### config.mk
export PLATFORM = sky130hd
export DESIGN_NAME = ps2_scancode
export DESIGN_NICKNAME = d
export VERILOG_FILES = /design/src/rtl/ps2_scancode.sv
export SDC_FILE = /design/constraint.sdc
export NUM_CORES = 1
export LEC_CHECK = 0
export BUFFER_PORTS_ARGS = -buffer_cell sky130_fd_sc_hd__buf_2
export CAP_MARGIN = 40
export CELL_PAD_IN_SITES_DETAIL_PLACEMENT = 1
export CELL_PAD_IN_SITES_GLOBAL_PLACEMENT = 2
export CORE_MARGIN = 4
export CORE_UTILIZATION = 36
export DETAILED_ROUTE_END_ITERATION = 6
export GPL_TIMING_DRIVEN = 0
export HOLD_SLACK_MARGIN = 0.15
export PLACE_DENSITY = 0.71
export SYNTH_ARGS = -nofsm -noshare
export SYNTH_HDL_FRONTEND = slang
export SYNTH_SLANG_ARGS = --single-unit
### constraint.sdc
create_clock -name clk_sys -period 1.8 [get_ports clk_sys]
set_input_delay 0.18 -clock clk_sys [delete_from_list [all_inputs] [get_ports clk_sys]]
set_output_delay 0.18 -clock clk_sys [all_outputs]
set_load 0.01 [all_outputs]
### src/rtl/ps2_scancode.sv
// ps2_scancode
// PS/2 keyboard receiver. It synchronizes and filters the raw PS/2 clock and
// frames 11-bit serial words. Scancode bytes are decoded into key events, with
// the E0 (extended) and F0 (release) prefixes folded into flags.
//
// Parameters
//   FILTER_LEN      consecutive equal synchronized ps2_clk samples before the
//                   filtered clock changes level (2-255)
//   TIMEOUT_CYCLES  clk_sys cycles without a bit event, mid-frame, before the
//                   frame is abandoned
//
// Ports
//   clk_sys       in   system clock
//   reset_n       in   asynchronous active-low reset
//   ps2_clk       in   raw PS/2 clock (asynchronous)
//   ps2_data      in   raw PS/2 data (asynchronous)
//   key_strobe    out  one-cycle pulse, new key event valid
//   key_pressed   out  1 = make, 0 = break
//   key_extended  out  1 = E0 prefix preceded the code
//   key_code      out  [7:0] scancode with prefixes stripped
//   frame_err     out  one-cycle pulse on parity, stop-bit or timeout error
//
// Build option
//   PS2_PARITY_CHECK_EN  defined: a parity failure is a bad frame.
//                        undefined: the parity bit is sampled and ignored.
//
// Receiver states
//   state  | meaning
//   IDLE   | waiting for a start bit (data 0 on a bit event)
//   DATA   | shifting in 8 data bits, LSB first
//   PARITY | waiting for the parity bit
//   STOP   | waiting for the stop bit, then judge the frame

module ps2_scancode #(
  parameter int FILTER_LEN     = 8,
  parameter int TIMEOUT_CYCLES = 50000
) (
  input  logic       clk_sys,
  input  logic       reset_n,
  input  logic       ps2_clk,
  input  logic       ps2_data,
  output logic       key_strobe,
  output logic       key_pressed,
  output logic       key_extended,
  output logic [7:0] key_code,
  output logic       frame_err
);

  localparam int TO_W = $clog2(TIMEOUT_CYCLES + 1);

  typedef enum logic [1:0] {
    IDLE   = 2'd0,
    DATA   = 2'd1,
    PARITY = 2'd2,
    STOP   = 2'd3
  } state_t;

  logic            r_clk_s1, r_clk_s2;
  logic            r_dat_s1, r_dat_s2;
  logic            r_filt_clk, r_filt_prev;
  logic [7:0]      r_filt_cnt;

  state_t          r_state;
  logic [2:0]      r_bit_cnt;
  logic [7:0]      r_shift;
  logic [TO_W-1:0] r_to_cnt;
  logic            r_ext_pend, r_rel_pend;
  logic            r_key_strobe, r_frame_err;
  logic            r_key_pressed, r_key_ext;
  logic [7:0]      r_key_code;
`ifdef PS2_PARITY_CHECK_EN
  logic            r_par;
`endif

  logic w_bit_evt;
  logic w_bit_dat;
  logic w_par_ok;
  logic w_good;

  // Synchronizers and the clock glitch filter. The filtered level flips only
  // after FILTER_LEN consecutive samples disagree with it.
  always_ff @(posedge clk_sys or negedge reset_n) begin
    if (!reset_n) begin
      r_clk_s1    <= 1'b1;
      r_clk_s2    <= 1'b1;
      r_dat_s1    <= 1'b1;
      r_dat_s2    <= 1'b1;
      r_filt_clk  <= 1'b1;
      r_filt_prev <= 1'b1;
      r_filt_cnt  <= 8'd0;
    end else begin
      r_clk_s1    <= ps2_clk;
      r_clk_s2    <= r_clk_s1;
      r_dat_s1    <= ps2_data;
      r_dat_s2    <= r_dat_s1;
      r_filt_prev <= r_filt_clk;
      if (r_clk_s2 == r_filt_clk) begin
        r_filt_cnt <= 8'd0;
      end else if (r_filt_cnt == 8'(FILTER_LEN - 1)) begin
        r_filt_clk <= r_clk_s2;
        r_filt_cnt <= 8'd0;
      end else begin
        r_filt_cnt <= r_filt_cnt + 8'd1;
      end
    end
  end

  // Falling edge of the filtered clock; data is long settled by then because
  // the filter delays the clock by FILTER_LEN cycles relative to data.
  assign w_bit_evt = r_filt_prev & ~r_filt_clk;
  assign w_bit_dat = r_dat_s2;

`ifdef PS2_PARITY_CHECK_EN
  assign w_par_ok = ^{r_shift, r_par};
`else
  assign w_par_ok = 1'b1;
`endif

  assign w_good = w_bit_dat & w_par_ok;

  always_ff @(posedge clk_sys or negedge reset_n) begin
    if (!reset_n) begin
      r_state       <= IDLE;
      r_bit_cnt     <= 3'd0;
      r_shift       <= 8'h00;
      r_to_cnt      <= '0;
      r_ext_pend    <= 1'b0;
      r_rel_pend    <= 1'b0;
      r_key_strobe  <= 1'b0;
      r_frame_err   <= 1'b0;
      r_key_pressed <= 1'b0;
      r_key_ext     <= 1'b0;
      r_key_code    <= 8'h00;
`ifdef PS2_PARITY_CHECK_EN
      r_par         <= 1'b0;
`endif
    end else begin
      r_key_strobe <= 1'b0;
      r_frame_err  <= 1'b0;
      if (r_state == IDLE) begin
        r_to_cnt <= '0;
        if (w_bit_evt && !w_bit_dat) begin
          r_state   <= DATA;
          r_bit_cnt <= 3'd0;
        end
      end else if (w_bit_evt) begin
        r_to_cnt <= '0;
        case (r_state)
          DATA: begin
            r_shift <= {w_bit_dat, r_shift[7:1]};
            if (r_bit_cnt == 3'd7) begin
              r_state <= PARITY;
            end else begin
              r_bit_cnt <= r_bit_cnt + 3'd1;
            end
          end
          PARITY: begin
`ifdef PS2_PARITY_CHECK_EN
            r_par <= w_bit_dat;
`endif
            r_state <= STOP;
          end
          default: begin
            r_state <= IDLE;
            if (!w_good) begin
              r_frame_err <= 1'b1;
              r_ext_pend  <= 1'b0;
              r_rel_pend  <= 1'b0;
            end else if (r_shift == 8'hE0) begin
              r_ext_pend <= 1'b1;
            end else if (r_shift == 8'hF0) begin
              r_rel_pend <= 1'b1;
            end else begin
              r_key_strobe  <= 1'b1;
              r_key_code    <= r_shift;
              r_key_ext     <= r_ext_pend;
              r_key_pressed <= ~r_rel_pend;
              r_ext_pend    <= 1'b0;
              r_rel_pend    <= 1'b0;
            end
          end
        endcase
      end else if (r_to_cnt == TO_W'(TIMEOUT_CYCLES - 1)) begin
        // Device stalled mid-frame: drop the partial byte and any prefixes.
        r_state     <= IDLE;
        r_to_cnt    <= '0;
        r_frame_err <= 1'b1;
        r_ext_pend  <= 1'b0;
        r_rel_pend  <= 1'b0;
      end else begin
        r_to_cnt <= r_to_cnt + 1'b1;
      end
    end
  end

  assign key_strobe   = r_key_strobe;
  assign frame_err    = r_frame_err;
  assign key_code     = r_key_code;
  assign key_pressed  = r_key_pressed;
  assign key_extended = r_key_ext;

endmodule

==> metrics.md <==
| Metric | Value |
|---|---|
| Critical path's largest stage delay | `between 300 and 400 ps` |
| Drt total wl | `5370 um` |
| Via-to-Cell Ratio | `4.85` |
| Synthesized area per cell | `11.5 um2` |
| Post-Syn Nets | `around 240` |
| Drt first-iter violations | `41` |
| Largest net degree at the start of global routing | `32` |
| Synth top area cells | `dfrtp_1 (49%), mux2_2 (6.5%), dfstp_2 (6.1%), xnor2_1 (5.4%), nor2_1 (4.6%)` |
| Async S/R FF share, synth | `100%` |
| Largest family of logic cells by synthesized area | `simple AND/OR/NAND/NOR gates` |
| Diode count | `0` |
| Total congestion overflow | `0` |
| Post-Syn Area | `2590 um2` |
| Layout cell share with drive strength beyond 1 | `32.3%` |
| Ys Warns | `0` |
| TritonCTS Buffers | `9` |
| Achievable clock frequency | `0.565 GHz` |
| Slew Viols, Final | `0` |
| DRC violations left | `0` |
| Cell breakdown of the critical path | `inv_2, ha_2, buf_6, and4bb_2, buf_6, buf_4, mux2_2` |
| Clk_lat worst skew | `around 340 ps` |
| Power Total | `about 4.2 mW` |
| CP Max Fanout | `8` |
| Clk sinks | `57` |
| Worst setup SP type | `register` |
| Simple-gate area share of the yosys netlist | `between 10% and 20%` |
| Row Count | `30` |
| HP Class | `register to register` |
| Hpwl dp | `roughly 3600 um` |
| WP buf/inv | `4` |
| Antenna violations before repair | `0` |
| CP arrival | `1990 ps` |
| Wire per inst | `14.7 um` |
| Fin crit period | `1770 ps` |
| Syn-to-layout area delta | `23.4%` |
| Yosys top cell by area | `dfrtp_1` |
| Predominant post-synthesis flop cell | `dfrtp_1` |
| Part of the cycle the worst path needs | `98.3%` |
| CP dominant cell by count | `buf_6` |
| Most instantiated library cell after synthesis | `dfrtp_1` |
| Area fraction of the dominant cell type after synthesis | `49.2%` |
| CP top delay family | `buffers and inverters` |
| Global-route wire length before repair | `9520 um` |
| Fin nets | `276` |
| CTS HTree Levels | `3` |
| GRT Resource Usage Total | `about 14%` |
| Initial Util | `37.6%` |
| VDD IR max | `0.511 mV` |
| Core Footprint | `about 6900 um2` |
| Complex-gate fraction of the synthesized area | `5.40%` |
| Fillers | `roughly 770` |
| Routed Antenna Nets | `0` |
| Post-synthesis sequential area ratio | `55.3%` |
| Die width | `92.9 um` |
| Root buffer cell | `clkbuf_8` |
| Run status | `finished clean` |
| Count of cell types in the netlist | `45` |
| Slew Limit Headroom | `57.9%` |
| # IOs | `16` |
| Synth Area in XOR/XNOR | `7.43%` |
| Number of synthesized register bits | `57` |
| Die area | `8630 um2` |
| Worst Path Required | `2020 ps` |
| Leakage dissipation | `1.46 nW` |
| Top cells by count, synth | `dfrtp_1 (51), nor2_1 (32), xnor2_1 (16)` |
| Via count | `approximately 1800` |
| Clock skew | `5.70 ps` |
| Final setup fails | `0` |
| Adder-Cell Fraction of Synth Area | `3.86%` |
| Slowest stage cell on the critical path | `dfrtp_1` |
| Worst-Margin Slew | `631 ps` |
| Die Y | `92.9 um` |
| Placer Congestion | `0.732` |
| Number of global-route vias before repair | `1923` |
| Worst-path clk slew | `roughly 70 ps` |
| Drt first pass iters | `4` |
| Kind of critical path | `register to register` |
| Maxcap violations | `0` |
| Sum Neg Setup Slack | `0 ps` |
| Mapped Cells | `between 200 and 250` |
| Critical path capture point type | `register` |
| PortBufs | `15` |
| Mux contribution to synthesized area | `7.09%` |
| Clock Tree Buf Depth | `2` |
| Post-synth EDFFs | `0` |
| CTS tree | `built` |
| Power Dens Cells | `1320 nW/um2` |
| Final Hold Vio Count | `0` |
-- placed cells by master (no fill, tap or decap), types with 3 or more instances in the layout --
master / count
xnor2_1: 16
mux2_2: 15
nand2b_1: 3
clkbuf_8: 11
dlygate4sd3_1: 3
nand4_1: 6
a21oi_1: 4
buf_4: 12
nand3_1: 10
nor3_1: 4
ha_1: 5
buf_6: 3
nand2_1: 6
buf_2: 15
dfrtp_1: 51
xor2_1: 6
nor4_1: 4
nor2_1: 31
ha_2: 3
inv_1: 6
dfstp_2: 6
o21ai_0: 3
-- per-layer routing --
layer,share of wire (%),track usage (%)
met5,0,0
met2,49,22.6
met3,2.8,3.41
met4,2.3,7.33
met1,46,17.7
-- area by class of cell --
| type | count | area [um2] | area share (%) |
|---|---|---|---|
| multi-input combinational | 154 | 1140 | 35.6 |
| buffer | 5 | 48.8 | 1.52 |
| inverter | 8 | 30.0 | 0.938 |
| sequential | 57 | 1430 | 44.8 |
| timing repair buffer | 29 | 200 | 6.25 |
| tap | 96 | 120 | 3.75 |
| clock inverter | 5 | 77.6 | 2.42 |
| clock buffer | 11 | 151 | 4.73 |
-- what timing repair did --
action	CTS	global route
buffers inserted	8	2
pin swaps	2	3
endpoints found under the setup margin	27	33
gates resized for setup	10	9
hold buffers	3	0
gates cloned	0	0
endpoints found under the hold margin	22	0
-- worst paths after layout --
| check | start | end | slack (ps) | depth (start not counted) |
|---|---|---|---|---|
| min in group asynchronous | reset_n | r_state[1]$_DFFE_PN0P_ | 400 | 2 |
| max in group asynchronous | reset_n | r_to_cnt[11]$_DFF_PN0_ | 830 | 3 |
| min reg2reg | r_dat_s1$_DFF_PN1_ | r_dat_s2$_DFF_PN1_ | 360 | 0 |
| max reg2reg | r_state[0]$_DFFE_PN0P_ | r_shift[0]$_DFFE_PN0P_ | 30 | 7 |
| min | r_dat_s1$_DFF_PN1_ | r_dat_s2$_DFF_PN1_ | 360 | 0 |
| max | r_state[0]$_DFFE_PN0P_ | r_shift[0]$_DFFE_PN0P_ | 30 | 7 |
-- where the power goes --
| group | total, mW | leakage [nW] | internal (mW) | switching [mW] |
|---|---|---|---|---|
| registers | 1.69 | 0.753 | 1.50 | 0.188 |
| logic | 1.14 | 0.590 | 0.551 | 0.588 |
| clock network | 1.39 | 0.115 | 0.850 | 0.542 |
| total | 4.22 | 1.46 | 2.90 | 1.32 |
-- worst reg2reg max path: stages (launching register included) --
cell,delay (ps)
dfrtp_1,370
inv_2,60
ha_2,180
buf_6,120
and4bb_2,300
buf_6,100
buf_4,150
mux2_2,350
-- cell families after synthesis --
| kind of cell | after synthesis |
|---|---|
| DFF | 57 |
| xor gates and xnor gates | 22 |
| adders and majority gates | 8 |
| AOI/OAI and AO/OA | 21 |
| muxes | 16 |
| and+or+nand+nor | 87 |
| buffers and inverters | 15 |
-- flip-flops by register name (all words and copies together) (netlist names), 2 cells and up --
signal / flops
key_code: 8
r_bit_cnt: 3
r_filt_cnt: 8
r_shift: 8
r_state: 2
r_to_cnt: 16
-- stage by stage --
stage / utilization [%] / area [um2] / hold slack (ps) / instances / setup WS [ps]
final: 46.4 / 3200 / 357 / 365 / 30.0
after global routing: 46.4 / 3200 / 365 / 365 / -6.66
after CTS: 45.8 / 3170 / 357 / 365 / 11.7
after detailed placement: 40.8 / 2820 / 243 / 338 / -209
after global placement: 40.5 / 2800 / 286 / 337 / -211
after floorplan: - / 2600 / -116 / 226 / 4.61
Power figures use the tool's default switching activity.
